### config.mk
export PLATFORM = sky130hd
export DESIGN_NAME = pipe_run_ctrl
export DESIGN_NICKNAME = d
export VERILOG_FILES = /design/src/rtl/pipe_run_ctrl.sv
export SDC_FILE = /design/constraint.sdc
export NUM_CORES = 1
export LEC_CHECK = 0
export ABC_CLOCK_PERIOD_IN_PS = 8400
export CAP_MARGIN = 30
export CORE_MARGIN = 1
export CORE_UTILIZATION = 57
export CTS_BUF_LIST = sky130_fd_sc_hd__clkbuf_16
export DETAILED_ROUTE_END_ITERATION = 8
export PLACE_DENSITY = 0.95
export SLEW_MARGIN = 5
export SYNTH_ARGS = -nofsm -noshare
export SYNTH_HDL_FRONTEND = slang
export SYNTH_SLANG_ARGS = --single-unit
### constraint.sdc
create_clock -name clk -period 8.4 [get_ports clk]
set_input_delay 1.68 -clock clk [delete_from_list [all_inputs] [get_ports clk]]
set_output_delay 1.68 -clock clk [all_outputs]
set_load 0.02 [all_outputs]
### src/rtl/pipe_run_ctrl.sv
// Run/load controller for the five-stage pipeline: fills instruction RAM from a
// byte stream, purges the pipeline latches, then sequences free run, single step and halt.
module pipe_run_ctrl #(
    parameter int ADDR_W    = 9,
    parameter int CYC_W     = 32,
    parameter int FLUSH_CYC = 3
) (
    input  logic              clk,
    input  logic              reset,
    input  logic              cmd_valid,
    output logic              cmd_ready,
    input  logic [2:0]        cmd_code,
    input  logic [ADDR_W:0]   cmd_arg,
    input  logic              byte_valid,
    input  logic [7:0]        byte_data,
    output logic              imem_we,
    output logic [ADDR_W-1:0] imem_addr,
    output logic [31:0]       imem_wdata,
    input  logic              halt_instr,
    output logic              pipe_en,
    output logic              flush,
    output logic [CYC_W-1:0]  cycle_cnt,
    output logic [2:0]        state,
    output logic              done
);

    // Command handshake: a command transfers at a rising edge where cmd_valid and
    // cmd_ready are both high; cmd_ready is decoded from state alone, so it never
    // depends on cmd_valid in the same cycle.

    typedef enum logic [2:0] {
        IDLE  = 3'd0,
        LOAD  = 3'd1,
        FLUSH = 3'd2,
        RUN   = 3'd3,
        STEP  = 3'd4,
        HALT  = 3'd5
    } state_t;

    localparam logic [2:0] CMD_LOAD  = 3'd1;
    localparam logic [2:0] CMD_RUN   = 3'd2;
    localparam logic [2:0] CMD_STEP  = 3'd3;
    localparam logic [2:0] CMD_HALT  = 3'd4;
    localparam logic [2:0] CMD_CLEAR = 3'd5;

    localparam int FLUSH_W = (FLUSH_CYC > 1) ? $clog2(FLUSH_CYC) : 1;
    localparam logic [FLUSH_W-1:0] FLUSH_LAST = FLUSH_W'(FLUSH_CYC - 1);

    state_t              stateQ;
    state_t              stateNext;
    logic                doneNext;

    logic [ADDR_W:0]     wordTarget;
    logic [ADDR_W:0]     wordCnt;
    logic [ADDR_W:0]     wordCntInc;
    logic [1:0]          byteIdx;
    logic [23:0]         asmWord;
    logic [ADDR_W-1:0]   addrQ;
    logic                weQ;
    logic [31:0]         wdataQ;
    logic                flushQ;
    logic                doneQ;
    logic [FLUSH_W-1:0]  flushCnt;
    logic [CYC_W-1:0]    cntQ;

    logic                cmdFire;
    logic                cmdIdle;
    logic                loadStart;
    logic                clearCnt;
    logic                byteTake;
    logic                cntInc;

    assign cmdFire    = cmd_valid && cmd_ready;
    assign cmdIdle    = (stateQ == IDLE) || (stateQ == HALT);
    assign loadStart  = cmdFire && cmdIdle && (cmd_code == CMD_LOAD);
    assign clearCnt   = cmdFire && (cmd_code == CMD_CLEAR);
    assign wordCntInc = wordCnt + 1'b1;

    // Bytes are only taken while the load stays open; the edge that closes it
    // (end of the final write pulse) ignores any stray byte.
    assign byteTake   = byte_valid && (stateQ == LOAD) && (stateNext == LOAD);

    assign cmd_ready  = (stateQ == IDLE) || (stateQ == HALT) || (stateQ == RUN);
    assign pipe_en    = (stateQ == FLUSH) || (stateQ == RUN) || (stateQ == STEP);
    assign cntInc     = pipe_en && (stateQ != FLUSH) && (cntQ != {CYC_W{1'b1}});

    assign imem_we    = weQ;
    assign imem_addr  = addrQ;
    assign imem_wdata = wdataQ;
    assign flush      = flushQ;
    assign done       = doneQ;
    assign cycle_cnt  = cntQ;
    assign state      = stateQ;

    always_comb begin
        stateNext = stateQ;
        doneNext  = 1'b0;
        case (stateQ)
            IDLE, HALT: begin
                if (cmdFire) begin
                    case (cmd_code)
                        CMD_LOAD: stateNext = (cmd_arg == '0) ? FLUSH : LOAD;
                        CMD_RUN:  stateNext = RUN;
                        CMD_STEP: stateNext = STEP;
                        default:  stateNext = stateQ;
                    endcase
                end
            end
            LOAD: begin
                if (weQ && (wordCntInc == wordTarget)) begin
                    stateNext = FLUSH;
                end
            end
            FLUSH: begin
                if (flushCnt == FLUSH_LAST) begin
                    stateNext = IDLE;
                    doneNext  = 1'b1;
                end
            end
            RUN: begin
                // A HALT command and halt_instr on the same edge fold into one transition.
                if (halt_instr || (cmdFire && (cmd_code == CMD_HALT))) begin
                    stateNext = HALT;
                    doneNext  = 1'b1;
                end
            end
            STEP: begin
                stateNext = HALT;
                doneNext  = 1'b1;
            end
            default: stateNext = IDLE;
        endcase
    end

    always_ff @(posedge clk or posedge reset) begin
        if (reset) begin
            stateQ   <= IDLE;
            doneQ    <= 1'b0;
            flushQ   <= 1'b0;
            flushCnt <= '0;
        end else begin
            stateQ   <= stateNext;
            doneQ    <= doneNext;
            flushQ   <= (stateNext == FLUSH);
            flushCnt <= (stateQ == FLUSH) ? flushCnt + 1'b1 : '0;
        end
    end

    always_ff @(posedge clk or posedge reset) begin
        if (reset) begin
            wordTarget <= '0;
            wordCnt    <= '0;
            byteIdx    <= '0;
            asmWord    <= '0;
            addrQ      <= '0;
            weQ        <= 1'b0;
            wdataQ     <= '0;
        end else begin
            weQ <= 1'b0;
            if (loadStart) begin
                wordTarget <= cmd_arg;
                wordCnt    <= '0;
                byteIdx    <= '0;
                addrQ      <= '0;
            end else if (stateQ == LOAD) begin
                // The write pulse uses the current address; advance once it has been issued.
                if (weQ) begin
                    addrQ   <= addrQ + 1'b1;
                    wordCnt <= wordCntInc;
                end
                if (byteTake) begin
                    byteIdx <= byteIdx + 1'b1;
                    case (byteIdx)
                        2'd0: asmWord[7:0]   <= byte_data;
                        2'd1: asmWord[15:8]  <= byte_data;
                        2'd2: asmWord[23:16] <= byte_data;
                        default: begin
                            wdataQ <= {byte_data, asmWord};
                            weQ    <= 1'b1;
                        end
                    endcase
                end
            end
        end
    end

    always_ff @(posedge clk or posedge reset) begin
        if (reset) begin
            cntQ <= '0;
        end else if (loadStart || clearCnt) begin
            cntQ <= '0;
        end else if (cntInc) begin
            cntQ <= cntQ + 1'b1;
        end
    end

endmodule

==> impl_results.html, run 1 <==
<table>
<tr><th>Metric</th><th>Value</th></tr>
<tr><th colspan="2">Timing</th></tr>
<tr><td>Setup_tns</td><td>0 ns</td></tr>
<tr><td>Number of hold violations in the final report</td><td>0</td></tr>
<tr><td>Setup skew after layout</td><td>~0.011 ns</td></tr>
<tr><td>Unrepaired setup endpoints after global routing</td><td>false</td></tr>
<tr><td>Portion of the clock cycle consumed by the worst path in the final layout</td><td>between 40% and 50%</td></tr>
<tr><td>Final Critical Period</td><td>roughly 4 ns</td></tr>
<tr><td>Final setup viols</td><td>0</td></tr>
<tr><td>Fmax</td><td>251 MHz</td></tr>
<tr><td>Worst Tran Pin Value</td><td>around 0.94 ns</td></tr>
<tr><td>Count of pins over their slew limit</td><td>0</td></tr>
<tr><td>Least setup slack across all paths after layout</td><td>4.41 ns</td></tr>
<tr><td>Max transition margin</td><td>between 30 and 40%</td></tr>
<tr><th colspan="2">Setup path</th></tr>
<tr><td>Destination of the worst register-to-register timing path</td><td>imem_wdata[8]$_DFFE_PP0P_</td></tr>
<tr><td>Max stage delay on crit path</td><td>0.62 ns</td></tr>
<tr><td>Count of buffer and inverter cells on the critical path</td><td>1</td></tr>
<tr><td>Top cell family by delay on the critical path</td><td>simple AND/OR/NAND/NOR gates</td></tr>
<tr><td>Number of stages on the worst setup path</td><td>4</td></tr>
<tr><td>Data arrival time of the critical path</td><td>2.31 ns</td></tr>
<tr><td>Register-to-register setup slack</td><td>5.00 ns</td></tr>
<tr><td>Start of the worst register-to-register path</td><td>wordCnt[4]$_DFFE_PP0P_</td></tr>
<tr><td>R2R depth</td><td>7</td></tr>
<tr><td>Endpoint required time on the critical path</td><td>6.72 ns</td></tr>
<tr><td>Cell with the largest stage delay on the worst path</td><td>clkdlybuf4s50_1</td></tr>
<tr><td>Startpoint types</td><td>flip-flop</td></tr>
<tr><td>Worst Path Max Fanout</td><td>15</td></tr>
<tr><td>Crit path capture type</td><td>output pin</td></tr>
<tr><td>Worst Path Class, Setup</td><td>flip-flop to output pin</td></tr>
<tr><td>Cells along the critical path</td><td>nor2b_1, or3_1, nand2_1, clkdlybuf4s50_1</td></tr>
<tr><th colspan="2">Global route</th></tr>
<tr><td>Via count of the first global-routing pass</td><td>4825</td></tr>
<tr><td>Gr usage total</td><td>29.7%</td></tr>
<tr><td>Busiest grt layer</td><td>met2</td></tr>
<tr><td>Largest net degree at the start of global routing</td><td>77</td></tr>
<tr><td>Total grt overflow</td><td>0</td></tr>
<tr><td>Initial antenna violation count</td><td>0</td></tr>
<tr><td>Met3 track demand over resource in global routing</td><td>5.70%</td></tr>
<tr><td>Met2 demand-to-capacity share in global routing</td><td>48.9%</td></tr>
<tr><td>Global-route wire length before repair</td><td>approximately 25000 um</td></tr>
<tr><td>Global routing usage on met1</td><td>37.8%</td></tr>
<tr><th colspan="2">Cells and area</th></tr>
<tr><td>End-of-flow core utilization</td><td>around 78%</td></tr>
<tr><td>Number of fill cells in the layout</td><td>between 500 and 600</td></tr>
<tr><td>Share of layout cells above drive strength 1</td><td>8.97%</td></tr>
<tr><td>Final cell count without fillers</td><td>between 800 and 900</td></tr>
<tr><td>Antenna diode count</td><td>0</td></tr>
<tr><td>Final Instance Area</td><td>0.00780 sq mm</td></tr>
<tr><td>Total number of nets in the final design</td><td>a little under 700</td></tr>
<tr><td>Layout area overhead</td><td>31.0%</td></tr>
<tr><th colspan="2">Die</th></tr>
<tr><td>Die span in y</td><td>about 100 um</td></tr>
<tr><td>Width of the die</td><td>between 100 and 150 um</td></tr>
<tr><td>Die Area</td><td>around 0.011 sq mm</td></tr>
<tr><td>Initial Utilization</td><td>59.9%</td></tr>
<tr><td>I/O pin count</td><td>107</td></tr>
<tr><td>Number of cell rows</td><td>36</td></tr>
<tr><td>Core Area</td><td>around 0.01 sq mm</td></tr>
<tr><th colspan="2">Placement</th></tr>
<tr><td>Post-Place Cell Area</td><td>~0.007 sq mm</td></tr>
<tr><td>Placed insts</td><td>769</td></tr>
<tr><td>Port Buffers</td><td>106</td></tr>
<tr><td>Final estimated routing congestion in global placement</td><td>0.863</td></tr>
<tr><td>HPWL after detailed placement</td><td>9620 um</td></tr>
<tr><td>Setup slack at placement</td><td>a little over 4 ns</td></tr>
<tr><th colspan="2">Synth</th></tr>
<tr><td>Async set-or-reset flop fraction in the synthesized netlist</td><td>100%</td></tr>
<tr><td>Count of mapped cells out of synthesis</td><td>about 550</td></tr>
<tr><td>Combined area of all synthesized cells</td><td>0.00596 sq mm</td></tr>
<tr><td>Top FF cell, synth</td><td>dfrtp_1</td></tr>
<tr><td>Distinct cells, synth</td><td>52</td></tr>
<tr><td>Portion of the post-synthesis area used by sequential elements</td><td>approximately 53%</td></tr>
<tr><td>Flops &amp; latches, synth</td><td>127</td></tr>
<tr><td>EDFF count, synth</td><td>0</td></tr>
<tr><td>Yosys warns</td><td>0</td></tr>
<tr><td>Mapped Nets</td><td>581</td></tr>
<tr><td>Syn Area/Cell</td><td>~11 sq um</td></tr>
<tr><th colspan="2">Clock tree</th></tr>
<tr><td>CTS sink cnt</td><td>127</td></tr>
<tr><td>Number of buffers inserted during clock tree synthesis</td><td>17</td></tr>
<tr><td>Number of hold buffers added after CTS</td><td>0</td></tr>
<tr><td>Number of setup buffers added after CTS</td><td>0</td></tr>
<tr><td>Total of cells resized after clock tree synthesis</td><td>0</td></tr>
<tr><td>Clock input transition at the sequential cells of the worst setup and hold paths</td><td>0.06 ns</td></tr>
<tr><td>H-tree Lvls</td><td>4</td></tr>
<tr><td>Worst-case clock buffer depth</td><td>2</td></tr>
<tr><td>Root buffer cell</td><td>clkbuf_16</td></tr>
<tr><td>TritonCTS clock tree</td><td>done</td></tr>
<tr><td>Later-pin clock latency in the skew report</td><td>~0.42 ns</td></tr>
<tr><th colspan="2">Route</th></tr>
<tr><td>Wire per inst</td><td>~19 um</td></tr>
<tr><td>Final ANT Viol Nets</td><td>0</td></tr>
<tr><td>Remaining DRCs</td><td>0</td></tr>
<tr><td>Detailed-route via count</td><td>4859</td></tr>
<tr><td>Via/cell ratio</td><td>between 6 and 7</td></tr>
<tr><td>Iteration-0 DRC count of the detailed router</td><td>353</td></tr>
<tr><td>First-pass iteration count of the detailed router</td><td>5</td></tr>
<tr><td>Overall routed net length</td><td>14900 um</td></tr>
<tr><th colspan="2">Run status</th></tr>
<tr><td>Status</td><td>complete, no violations</td></tr>
<tr><th colspan="2">Power and ir drop</th></tr>
<tr><td>Power per cell area</td><td>374 mW/mm^2</td></tr>
<tr><td>Net switching share of the total power</td><td>36.8%</td></tr>
<tr><td>Combinational power share</td><td>35.8%</td></tr>
<tr><td>Maximum resistive drop on vdd</td><td>233 uV</td></tr>
<tr><td>Register share of total power</td><td>37.7%</td></tr>
<tr><td>Reported net switching power</td><td>1.07 mW</td></tr>
<tr><td>Proportion of power drawn by the clock network</td><td>26.6%</td></tr>
<tr><td>Internal</td><td>between 1.5 and 2 mW</td></tr>
<tr><td>Lkg Pwr</td><td>3.36 nW</td></tr>
<tr><th colspan="2">Hold path</th></tr>
<tr><td>Hold Startpoint</td><td>flushCnt[0]$_DFF_PP0_</td></tr>
<tr><td>Class of the most critical hold timing path</td><td>flip-flop to flip-flop</td></tr>
<tr><td>Worst hold path stage count</td><td>1</td></tr>
<tr><td>Endpoint of the worst hold path</td><td>flushCnt[0]$_DFF_PP0_</td></tr>
<tr><th colspan="2">Run</th></tr>
<tr><td>Count of maximum capacitance violations</td><td>0</td></tr>
</table>
==> cell type report <==
type	count	area, sq um	share of cell area, %
sequential	127	3180	40.7
multi-input combinational	389	2650	34.0
timing repair buffer	113	1150	14.8
clock buffer	17	425	5.45
clock inverter	15	196	2.52
tap	133	166	2.13
inverter	8	32.5	0.417
==> power groups by stage <==
stage	Sequential [mW]	Clock [mW]	Combinational [mW]
2_1_floorplan	1.18	0	0.479
3_3_place_gp	1.07	0	0.976
3_5_place_dp	1.09	0	1.02
4_1_cts	1.09	0.782	1.05
5_1_grt	1.13	0.814	1.12
6_report	1.10	0.775	1.04
==> placed cells by master, fill, tap and decap left out, types with 2 or more instances in the layout <==
| cell | n |
|---|---|
| buf_4 | 5 |
| o41ai_1 | 3 |
| and4_1 | 5 |
| o22ai_1 | 3 |
| nor4_1 | 7 |
| or3_1 | 8 |
| ha_1 | 8 |
| and2_1 | 4 |
| nand4_1 | 16 |
| inv_1 | 7 |
| clkinv_4 | 3 |
| mux2_1 | 29 |
| nand2_1 | 49 |
| clkdlybuf4s50_1 | 106 |
| a21oi_1 | 11 |
| nor2_1 | 53 |
| a21o_1 | 2 |
| dfrtp_1 | 127 |
| inv_6 | 6 |
| or4_1 | 3 |
| and3_1 | 8 |
| bufinv_16 | 3 |
| mux2_2 | 14 |
| nor3_1 | 15 |
| buf_16 | 2 |
| a31oi_1 | 3 |
| nor2b_1 | 5 |
| nand2b_1 | 4 |
| nor3b_1 | 5 |
| xnor2_1 | 24 |
| o21ai_0 | 22 |
| clkbuf_16 | 17 |
| xor2_1 | 21 |
| inv_8 | 2 |
| o31ai_1 | 2 |
| o2bb2ai_1 | 24 |
| nand3_1 | 21 |
==> layer usage <==
metal / wire (um) / up-vias
met5: 0 / -
met3: 1020 / 35
li1: - / 2196
met4: 415 / 0
met1: 6010 / 2384
met2: 7460 / 244
==> kinds of logic after synthesis <==
kind of cell	count (synthesis)	share of synthesized area, %
AOI/OAI and AO/OA	80	9.36
buffers and inverters	31	2.41
DFF	127	53.3
muxes	44	8.29
xor gates and xnor gates	45	6.61
and+or+nand+nor	212	18.3
adders and majority gates	8	1.68
==> metrics by stage <==
step	power, mW	hold WS (ns)
6_report	2.92	0.435
5_1_grt	3.06	0.456
4_1_cts	2.92	0.448
3_5_place_dp	2.11	0.440
3_3_place_gp	2.05	0.419
2_1_floorplan	1.66	0.408
==> flip-flops by register name (all words and copies together) (netlist names) <==
name        flops
wordTarget     10
state           3
byteIdx         2
flushCnt        2
flush           1
wordCnt        10
done            1
imem_addr       9
imem_we         1
cycle_cnt      32
asmWord        24
imem_wdata     32
==> cells in the mapped netlist (all sizes together), types with 11 or more instances <==
library cell | n | area share, %
o21ai | 22 | 1.8
nand4 | 18 | 2.2
o2bb2ai | 24 | 3.5
nor3 | 15 | 1.3
a21oi | 11 | 0.92
dfrtp | 127 | 53
nand3 | 21 | 1.8
clkbuf | 16 | 1.0
nand2 | 49 | 3.1
xor2 | 21 | 3.1
mux2 | 43 | 8.1
nor2 | 53 | 3.3
xnor2 | 24 | 3.5
==> worst max-delay path by stage <==
stage                        from                endpoint  slack (ns)
2_1_floorplan               reset  asmWord[0]$_DFFE_PP0P_        3.34
3_3_place_gp          cmd_code[0]  wordCnt[2]$_DFFE_PP0P_        4.30
3_5_place_dp          cmd_code[0]  wordCnt[2]$_DFFE_PP0P_        4.14
4_1_cts        state[0]$_DFF_PP0_               cmd_ready        4.42
5_1_grt               cmd_code[0]  wordCnt[2]$_DFFE_PP0P_        4.27
6_report       state[0]$_DFF_PP0_               cmd_ready        4.41
No activity file was read; power rests on OpenSTA's default activity.
==> run 2, diff against run 1 <==
--- a/config.mk
+++ b/config.mk
@@ -5,13 +5,13 @@
 export SDC_FILE = /design/constraint.sdc
 export NUM_CORES = 1
 export LEC_CHECK = 0
-export ABC_CLOCK_PERIOD_IN_PS = 8400
+export ABC_CLOCK_PERIOD_IN_PS = 4180
 export CAP_MARGIN = 30
 export CORE_MARGIN = 1
-export CORE_UTILIZATION = 57
+export CORE_UTILIZATION = 53
 export CTS_BUF_LIST = sky130_fd_sc_hd__clkbuf_16
 export DETAILED_ROUTE_END_ITERATION = 8
-export PLACE_DENSITY = 0.95
+export PLACE_DENSITY = 0.92
 export SLEW_MARGIN = 5
 export SYNTH_ARGS = -nofsm -noshare
 export SYNTH_HDL_FRONTEND = slang
==> constraint.sdc (replaced) <==
create_clock -name clk -period 4.18 [get_ports clk]
set_input_delay 0.836 -clock clk [delete_from_list [all_inputs] [get_ports clk]]
set_output_delay 0.836 -clock clk [all_outputs]
set_load 0.02 [all_outputs]
==> impl_results.html, run 2 (synthesis gave the netlist of run 1 again) <==
<table>
<tr><th>Metric</th><th>Value</th></tr>
<tr><th colspan="2">Clock tree</th></tr>
<tr><td>CTS sink cnt</td><td>127 (unchanged)</td></tr>
<tr><td>Later-pin clock latency in the skew report</td><td>0.42 ns (about the same)</td></tr>
<tr><td>TritonCTS clock tree</td><td>done</td></tr>
<tr><td>Number of setup buffers added after CTS</td><td>0 (unchanged)</td></tr>
<tr><td>Total of cells resized after clock tree synthesis</td><td>0 (unchanged)</td></tr>
<tr><td>Number of buffers inserted during clock tree synthesis</td><td>17 (unchanged)</td></tr>
<tr><td>Number of hold buffers added after CTS</td><td>0 (unchanged)</td></tr>
<tr><td>Worst-case clock buffer depth</td><td>2 (unchanged)</td></tr>
<tr><td>Root buffer cell</td><td>clkbuf_16</td></tr>
<tr><td>H-tree Lvls</td><td>4 (unchanged)</td></tr>
<tr><td>Clock input transition at the sequential cells of the worst setup and hold paths</td><td>0.06 ns (about the same)</td></tr>
<tr><th colspan="2">Power and ir drop</th></tr>
<tr><td>Post-layout power</td><td>5.82 mW (+100%)</td></tr>
<tr><td>Power per cell area</td><td>745 mW/mm^2 (+99%)</td></tr>
<tr><td>Lkg Pwr</td><td>3.34 nW (-0.52%)</td></tr>
<tr><td>Maximum resistive drop on vdd</td><td>448 uV (+93%)</td></tr>
<tr><th colspan="2">Setup path</th></tr>
<tr><td>Worst Path Max Fanout</td><td>18 (+3)</td></tr>
<tr><td>Startpoint types</td><td>flip-flop</td></tr>
<tr><td>Data arrival time of the critical path</td><td>3.73 ns (+1.42 ns)</td></tr>
<tr><td>Crit path capture type</td><td>flip-flop</td></tr>
<tr><td>Endpoint required time on the critical path</td><td>4.47 ns (-2.25 ns)</td></tr>
<tr><td>Worst Path Class, Setup</td><td>flip-flop to flip-flop</td></tr>
<tr><th colspan="2">Placement</th></tr>
<tr><td>Setup slack at placement</td><td>0.850 ns (-3.29 ns)</td></tr>
<tr><td>HPWL after detailed placement</td><td>9690 um (+0.76%)</td></tr>
<tr><td>Port Buffers</td><td>106 (unchanged)</td></tr>
<tr><td>Final estimated routing congestion in global placement</td><td>0.999 (+16%)</td></tr>
<tr><th colspan="2">Timing</th></tr>
<tr><td>Max transition margin</td><td>39.8% (+2.8 points)</td></tr>
<tr><td>Portion of the clock cycle consumed by the worst path in the final layout</td><td>82.2%</td></tr>
<tr><td>Unrepaired setup endpoints after global routing</td><td>false</td></tr>
<tr><td>Fmax</td><td>just under 300 MHz</td></tr>
<tr><td>Number of hold violations in the final report</td><td>0 (unchanged)</td></tr>
<tr><td>Final Critical Period</td><td>3.43 ns</td></tr>
<tr><td>Setup skew after layout</td><td>0.0119 ns (+0.000812 ns)</td></tr>
<tr><td>Setup_tns</td><td>0 ns (unchanged)</td></tr>
<tr><td>Count of pins over their slew limit</td><td>0 (unchanged)</td></tr>
<tr><td>Final setup viols</td><td>0 (unchanged)</td></tr>
<tr><td>Least setup slack across all paths after layout</td><td>0.745 ns (-3.66 ns)</td></tr>
<tr><td>Worst Tran Pin Value</td><td>0.896 ns (-0.0483 ns)</td></tr>
<tr><th colspan="2">Route</th></tr>
<tr><td>Iteration-0 DRC count of the detailed router</td><td>331 (-6.2%)</td></tr>
<tr><td>Final ANT Viol Nets</td><td>0 (unchanged)</td></tr>
<tr><td>Remaining DRCs</td><td>0 (unchanged)</td></tr>
<tr><td>Overall routed net length</td><td>14100 um (-5.4%)</td></tr>
<tr><td>Detailed-route via count</td><td>4822 (-0.76%)</td></tr>
<tr><td>First-pass iteration count of the detailed router</td><td>5 (unchanged)</td></tr>
<tr><td>Wire per inst</td><td>17.4 um (-6.4%)</td></tr>
<tr><td>Via/cell ratio</td><td>5.95 (-1.9%)</td></tr>
<tr><th colspan="2">Hold path</th></tr>
<tr><td>Class of the most critical hold timing path</td><td>flip-flop to flip-flop</td></tr>
<tr><th colspan="2">Cells and area</th></tr>
<tr><td>Most common cell after layout, fill and taps aside</td><td>dfrtp_1</td></tr>
<tr><td>Most frequent cells in the layout</td><td>dfrtp_1 (127), clkdlybuf4s50_1 (106), nor2_1 (53)</td></tr>
<tr><td>Share of layout cells above drive strength 1</td><td>9.24% (+0.27 points)</td></tr>
<tr><td>Flip-flop and latch area</td><td>0.00318 sq mm (unchanged)</td></tr>
<tr><td>Antenna diode count</td><td>0 (unchanged)</td></tr>
<tr><td>Layout area overhead</td><td>31.1%</td></tr>
<tr><td>End-of-flow core utilization</td><td>71.8% (-6.6 points)</td></tr>
<tr><td>Total number of nets in the final design</td><td>692 (+0.29%)</td></tr>
<tr><td>Multi-input logic area</td><td>0.00265 sq mm (unchanged)</td></tr>
<tr><td>Number of fill cells in the layout</td><td>725 (+25%)</td></tr>
<tr><th colspan="2">Die</th></tr>
<tr><td>Core Area</td><td>0.0109 sq mm (+9.4%)</td></tr>
<tr><td>Die Area</td><td>0.0117 sq mm (+7.4%)</td></tr>
<tr><td>Initial Utilization</td><td>54.7% (-5.1 points)</td></tr>
<tr><td>I/O pin count</td><td>107 (unchanged)</td></tr>
<tr><td>Width of the die</td><td>108 um (+3.6%)</td></tr>
<tr><td>Number of cell rows</td><td>38 (+5.6%)</td></tr>
<tr><td>Die span in y</td><td>108 um (+3.6%)</td></tr>
<tr><th colspan="2">Global route</th></tr>
<tr><td>Gr usage total</td><td>26.3% (-3.4 points)</td></tr>
<tr><td>Initial antenna violation count</td><td>0 (unchanged)</td></tr>
<tr><td>Largest net degree at the start of global routing</td><td>47 (-39%)</td></tr>
<tr><td>Total grt overflow</td><td>0 (unchanged)</td></tr>
<tr><td>Via count of the first global-routing pass</td><td>4749 (-1.6%)</td></tr>
<tr><td>Global-route wire length before repair</td><td>23500 um (-6.1%)</td></tr>
<tr><th colspan="2">Run</th></tr>
<tr><td>Count of maximum capacitance violations</td><td>0 (unchanged)</td></tr>
<tr><th colspan="2">Run status</th></tr>
<tr><td>Status</td><td>complete, no violations</td></tr>
</table>
run 2: where the power goes:
| group | leakage, nW | switching, mW | internal (mW) |
|---|---|---|---|
| logic | 1.40 | 1.03 | 1.03 |
| clock network | 0.297 | 0.565 | 1.00 |
| registers | 1.65 | 0.483 | 1.71 |
run 2: path summary, 6_finish.rpt:
path / startpoint / to / slack, ns / cells after the start
hold / removal: flushCnt[0]$_DFF_PP0_ / flushCnt[0]$_DFF_PP0_ / 0.45 / 1
setup / recovery: wordCnt[4]$_DFFE_PP0P_ / imem_wdata[5]$_DFFE_PP0P_ / 0.75 / 7
setup reg to reg: wordCnt[4]$_DFFE_PP0P_ / imem_wdata[5]$_DFFE_PP0P_ / 0.75 / 7
hold reg to reg: flushCnt[0]$_DFF_PP0_ / flushCnt[0]$_DFF_PP0_ / 0.45 / 1
max in group asynchronous: reset / imem_wdata[8]$_DFFE_PP0P_ / 2.50 / 3
min in group asynchronous: reset / imem_addr[7]$_DFFE_PP0P_ / 0.90 / 2
run 2: worst max-delay path: stages (launching register included):
cell and delay, ns:
dfrtp_1 0.53, nand4_4 0.22, or4_1 0.56, a222oi_1 0.46, nand4b_2 0.33, nand4_2 0.48
buf_4 0.35, mux2_1 0.37
run 2: cell type report:
type | count | area share (%)
clock buffer | 17 | 5.44
clock inverter | 15 | 2.66
inverter | 8 | 0.432
multi-input combinational | 389 | 33.9
sequential | 127 | 40.7
tap | 140 | 2.24
timing repair buffer | 115 | 14.6
run 2: metrics by stage:
step | cell area [sq um] | cells | hold slack (ns)
after global routing | 7810 | 811 | 0.452
after global placement | 7180 | 779 | 0.420
after detailed placement | 7180 | 779 | 0.437
after floorplan | 5960 | 547 | 0.408
after CTS | 7810 | 811 | 0.450
final | 7810 | 811 | 0.446
run 2: per-layer routing:
layer,part of all wire (%),global-route usage (%),vias to the layer above
li1,-,-,2199
met1,43,34.1,2381
met2,50,42.2,217
met3,6.0,5.97,25
met4,1.8,11.7,0
met5,0,0,-
==> run 3, diff against run 2 <==
--- a/config.mk
+++ b/config.mk
@@ -5,13 +5,13 @@
 export SDC_FILE = /design/constraint.sdc
 export NUM_CORES = 1
 export LEC_CHECK = 0
-export ABC_CLOCK_PERIOD_IN_PS = 4180
+export ABC_CLOCK_PERIOD_IN_PS = 2700
 export CAP_MARGIN = 30
 export CORE_MARGIN = 1
-export CORE_UTILIZATION = 53
+export CORE_UTILIZATION = 48
 export CTS_BUF_LIST = sky130_fd_sc_hd__clkbuf_16
 export DETAILED_ROUTE_END_ITERATION = 8
-export PLACE_DENSITY = 0.92
+export PLACE_DENSITY = 0.89
 export SLEW_MARGIN = 5
 export SYNTH_ARGS = -nofsm -noshare
 export SYNTH_HDL_FRONTEND = slang
==> constraint.sdc (replaced) <==
create_clock -name clk -period 2.7 [get_ports clk]
set_input_delay 0.54 -clock clk [delete_from_list [all_inputs] [get_ports clk]]
set_output_delay 0.54 -clock clk [all_outputs]
set_load 0.02 [all_outputs]
==> impl_results.html, run 3 (synthesis gave the netlist of run 1 again) <==
<table>
<tr><th>Metric</th><th>Value</th></tr>
<tr><th colspan="2">Run status</th></tr>
<tr><td>Status</td><td>complete, no violations</td></tr>
<tr><th colspan="2">Setup path</th></tr>
<tr><td>Startpoint types</td><td>flip-flop</td></tr>
<tr><td>Worst Path Class, Setup</td><td>flip-flop to flip-flop</td></tr>
<tr><td>Data arrival time of the critical path</td><td>2.86 ns (-0.87 ns)</td></tr>
<tr><td>Crit path capture type</td><td>flip-flop</td></tr>
<tr><td>Worst Path Max Fanout</td><td>16 (-2)</td></tr>
<tr><td>Endpoint required time on the critical path</td><td>2.99 ns (-1.48 ns)</td></tr>
<tr><th colspan="2">Run</th></tr>
<tr><td>Count of maximum capacitance violations</td><td>0 (unchanged)</td></tr>
<tr><th colspan="2">Cells and area</th></tr>
<tr><td>Most frequent cells in the layout</td><td>dfrtp_1 (123), clkdlybuf4s50_1 (104), nor2_1 (53)</td></tr>
<tr><td>Number of fill cells in the layout</td><td>883 (+22%)</td></tr>
<tr><td>Layout area overhead</td><td>32.8%</td></tr>
<tr><td>Share of layout cells above drive strength 1</td><td>11.7% (+2.5 points)</td></tr>
<tr><td>Antenna diode count</td><td>0 (unchanged)</td></tr>
<tr><td>Total number of nets in the final design</td><td>705 (+1.9%)</td></tr>
<tr><td>Final Instance Area</td><td>0.00792 sq mm (+1.3%)</td></tr>
<tr><td>Most common cell after layout, fill and taps aside</td><td>dfrtp_1</td></tr>
<tr><th colspan="2">Route</th></tr>
<tr><td>First-pass iteration count of the detailed router</td><td>4 (-1)</td></tr>
<tr><td>Iteration-0 DRC count of the detailed router</td><td>437 (+32%)</td></tr>
<tr><td>Final ANT Viol Nets</td><td>0 (unchanged)</td></tr>
<tr><td>Wire per inst</td><td>17.0 um (-2.1%)</td></tr>
<tr><td>Detailed-route via count</td><td>4783 (-0.81%)</td></tr>
<tr><td>Overall routed net length</td><td>14500 um (+2.9%)</td></tr>
<tr><td>Via/cell ratio</td><td>5.61 (-5.6%)</td></tr>
<tr><td>Remaining DRCs</td><td>0 (unchanged)</td></tr>
<tr><th colspan="2">Timing</th></tr>
<tr><td>Fmax</td><td>390 MHz (+34%)</td></tr>
<tr><td>Unrepaired setup endpoints after global routing</td><td>false</td></tr>
<tr><td>Number of hold violations in the final report</td><td>0 (unchanged)</td></tr>
<tr><td>Portion of the clock cycle consumed by the worst path in the final layout</td><td>95.0% (+13 points)</td></tr>
<tr><td>Worst Tran Pin Value</td><td>0.677 ns (-0.219 ns)</td></tr>
<tr><td>Least setup slack across all paths after layout</td><td>0.134 ns (-0.611 ns)</td></tr>
<tr><td>Max transition margin</td><td>54.9% (+15 points)</td></tr>
<tr><td>Count of pins over their slew limit</td><td>0 (unchanged)</td></tr>
<tr><td>Setup skew after layout</td><td>0.0136 ns (+0.00175 ns)</td></tr>
<tr><td>Setup_tns</td><td>0 ns (unchanged)</td></tr>
<tr><td>Final Critical Period</td><td>2.57 ns (-0.869 ns)</td></tr>
<tr><td>Final setup viols</td><td>0 (unchanged)</td></tr>
<tr><th colspan="2">Global route</th></tr>
<tr><td>Gr usage total</td><td>23.4% (-2.9 points)</td></tr>
<tr><td>Via count of the first global-routing pass</td><td>4685 (-1.3%)</td></tr>
<tr><td>Initial antenna violation count</td><td>0 (unchanged)</td></tr>
<tr><td>Largest net degree at the start of global routing</td><td>128 (+170%)</td></tr>
<tr><td>Busiest grt layer</td><td>met2</td></tr>
<tr><td>Met3 track demand over resource in global routing</td><td>5.53% (-0.44 points)</td></tr>
<tr><td>Global routing usage on met1</td><td>29.9% (-4.2 points)</td></tr>
<tr><td>Total grt overflow</td><td>0 (unchanged)</td></tr>
<tr><td>Global-route wire length before repair</td><td>23300 um (-0.91%)</td></tr>
<tr><td>Met2 demand-to-capacity share in global routing</td><td>39.1% (-3.1 points)</td></tr>
<tr><th colspan="2">Die</th></tr>
<tr><td>Number of cell rows</td><td>40 (+5.3%)</td></tr>
<tr><td>Die span in y</td><td>113 um (+5.0%)</td></tr>
<tr><td>Initial Utilization</td><td>49.4% (-5.3 points)</td></tr>
<tr><td>Width of the die</td><td>113 um (+5.0%)</td></tr>
<tr><td>I/O pin count</td><td>107 (unchanged)</td></tr>
<tr><td>Die Area</td><td>0.0129 sq mm (+10%)</td></tr>
<tr><td>Core Area</td><td>0.0121 sq mm (+11%)</td></tr>
<tr><th colspan="2">Clock tree</th></tr>
<tr><td>TritonCTS clock tree</td><td>done</td></tr>
<tr><td>CTS sink cnt</td><td>127 (unchanged)</td></tr>
<tr><td>Clock input transition at the sequential cells of the worst setup and hold paths</td><td>0.06 ns (about the same)</td></tr>
<tr><td>Worst-case clock buffer depth</td><td>2 (unchanged)</td></tr>
<tr><td>Root buffer cell</td><td>clkbuf_16</td></tr>
<tr><td>H-tree Lvls</td><td>4 (unchanged)</td></tr>
<tr><td>Number of setup buffers added after CTS</td><td>0 (unchanged)</td></tr>
<tr><td>Number of buffers inserted during clock tree synthesis</td><td>17 (unchanged)</td></tr>
<tr><td>Number of hold buffers added after CTS</td><td>0 (unchanged)</td></tr>
<tr><td>Later-pin clock latency in the skew report</td><td>0.42 ns (about the same)</td></tr>
<tr><th colspan="2">Power and ir drop</th></tr>
<tr><td>Power per cell area</td><td>1110 mW/mm^2 (+49%)</td></tr>
<tr><td>Lkg Pwr</td><td>3.40 nW (+1.8%)</td></tr>
<tr><td>Maximum resistive drop on vdd</td><td>578 uV (+29%)</td></tr>
<tr><td>Post-layout power</td><td>8.81 mW (+51%)</td></tr>
<tr><th colspan="2">Placement</th></tr>
<tr><td>Setup slack at placement</td><td>0.117 ns (-0.733 ns)</td></tr>
<tr><td>Final estimated routing congestion in global placement</td><td>0.868 (-13%)</td></tr>
<tr><td>Port Buffers</td><td>106 (unchanged)</td></tr>
<tr><td>Post-Place Cell Area</td><td>0.00732 sq mm (+1.9%)</td></tr>
<tr><td>HPWL after detailed placement</td><td>9720 um (+0.27%)</td></tr>
<tr><th colspan="2">Hold path</th></tr>
<tr><td>Class of the most critical hold timing path</td><td>flip-flop to flip-flop</td></tr>
</table>
-- run 3: path summary, 6_finish.rpt --
kind	start	to	slack [ns]	cells after the start
worst max-delay path	wordCnt[1]$_DFFE_PP0P_	imem_wdata[0]$_DFFE_PP0P_	0.13	8
worst min-delay path	flushCnt[0]$_DFF_PP0_	flushCnt[0]$_DFF_PP0_	0.44	1
worst max register to register	wordCnt[1]$_DFFE_PP0P_	imem_wdata[0]$_DFFE_PP0P_	0.13	8
worst min register to register	flushCnt[0]$_DFF_PP0_	flushCnt[0]$_DFF_PP0_	0.44	1
max in group asynchronous	reset	state[2]$_DFF_PP0_	1.46	3
min in group asynchronous	reset	imem_addr[8]$_DFFE_PP0P_	0.66	3
-- run 3: critical path: stages (launching register included) --
cell and delay [ns]:
dfrtp_1 0.41, ha_2 0.28, nand3_1 0.14, or3_1 0.38, a222oi_1 0.31, nand4b_2 0.17
nand4_2 0.21, clkbuf_16 0.22, mux2_1 0.33
-- run 3: where the power goes --
| group | internal, mW | switching, mW | leakage (nW) |
|---|---|---|---|
| Sequential | 2.65 | 0.712 | 1.64 |
| Combinational | 1.64 | 1.65 | 1.49 |
| Clock | 1.27 | 0.881 | 0.270 |
| Total | 5.57 | 3.25 | 3.40 |
-- run 3: timing repair --
| action | CTS | global route |
|---|---|---|
| endpoints found under the hold margin | 0 | 0 |
| setup endpoints to repair | 2 | 50 |
| gates cloned | 0 | 1 |
| resized for setup | 4 | 3 |
-- run 3: metal layers --
metal  wire [um]  part of all wire (%)  up-vias
met5           0                     0        -
met4         110                  0.76        0
met3         880                   6.1        9
met2        7240                    50      174
met1        6280                    43     2375
li1            -                     -     2225
-- run 3: cell type report --
type / instances / area (sq um) / share of cell area, %
inverter: 8 / 33.8 / 0.427
clock buffer: 17 / 425 / 5.37
sequential: 127 / 3180 / 40.2
multi-input combinational: 389 / 2660 / 33.5
clock inverter: 15 / 138 / 1.74
tap: 168 / 210 / 2.66
timing repair buffer: 128 / 1270 / 16.0
-- run 3: per-stage QoR --
step / utilization, % / hold slack (ns) / instances
after CTS: 65.4 / 0.439 / 851
after floorplan: - / 0.408 / 547
final: 65.6 / 0.443 / 852
after global routing: 65.6 / 0.463 / 852
after global placement: 60.7 / 0.421 / 819
after detailed placement: 60.7 / 0.431 / 819
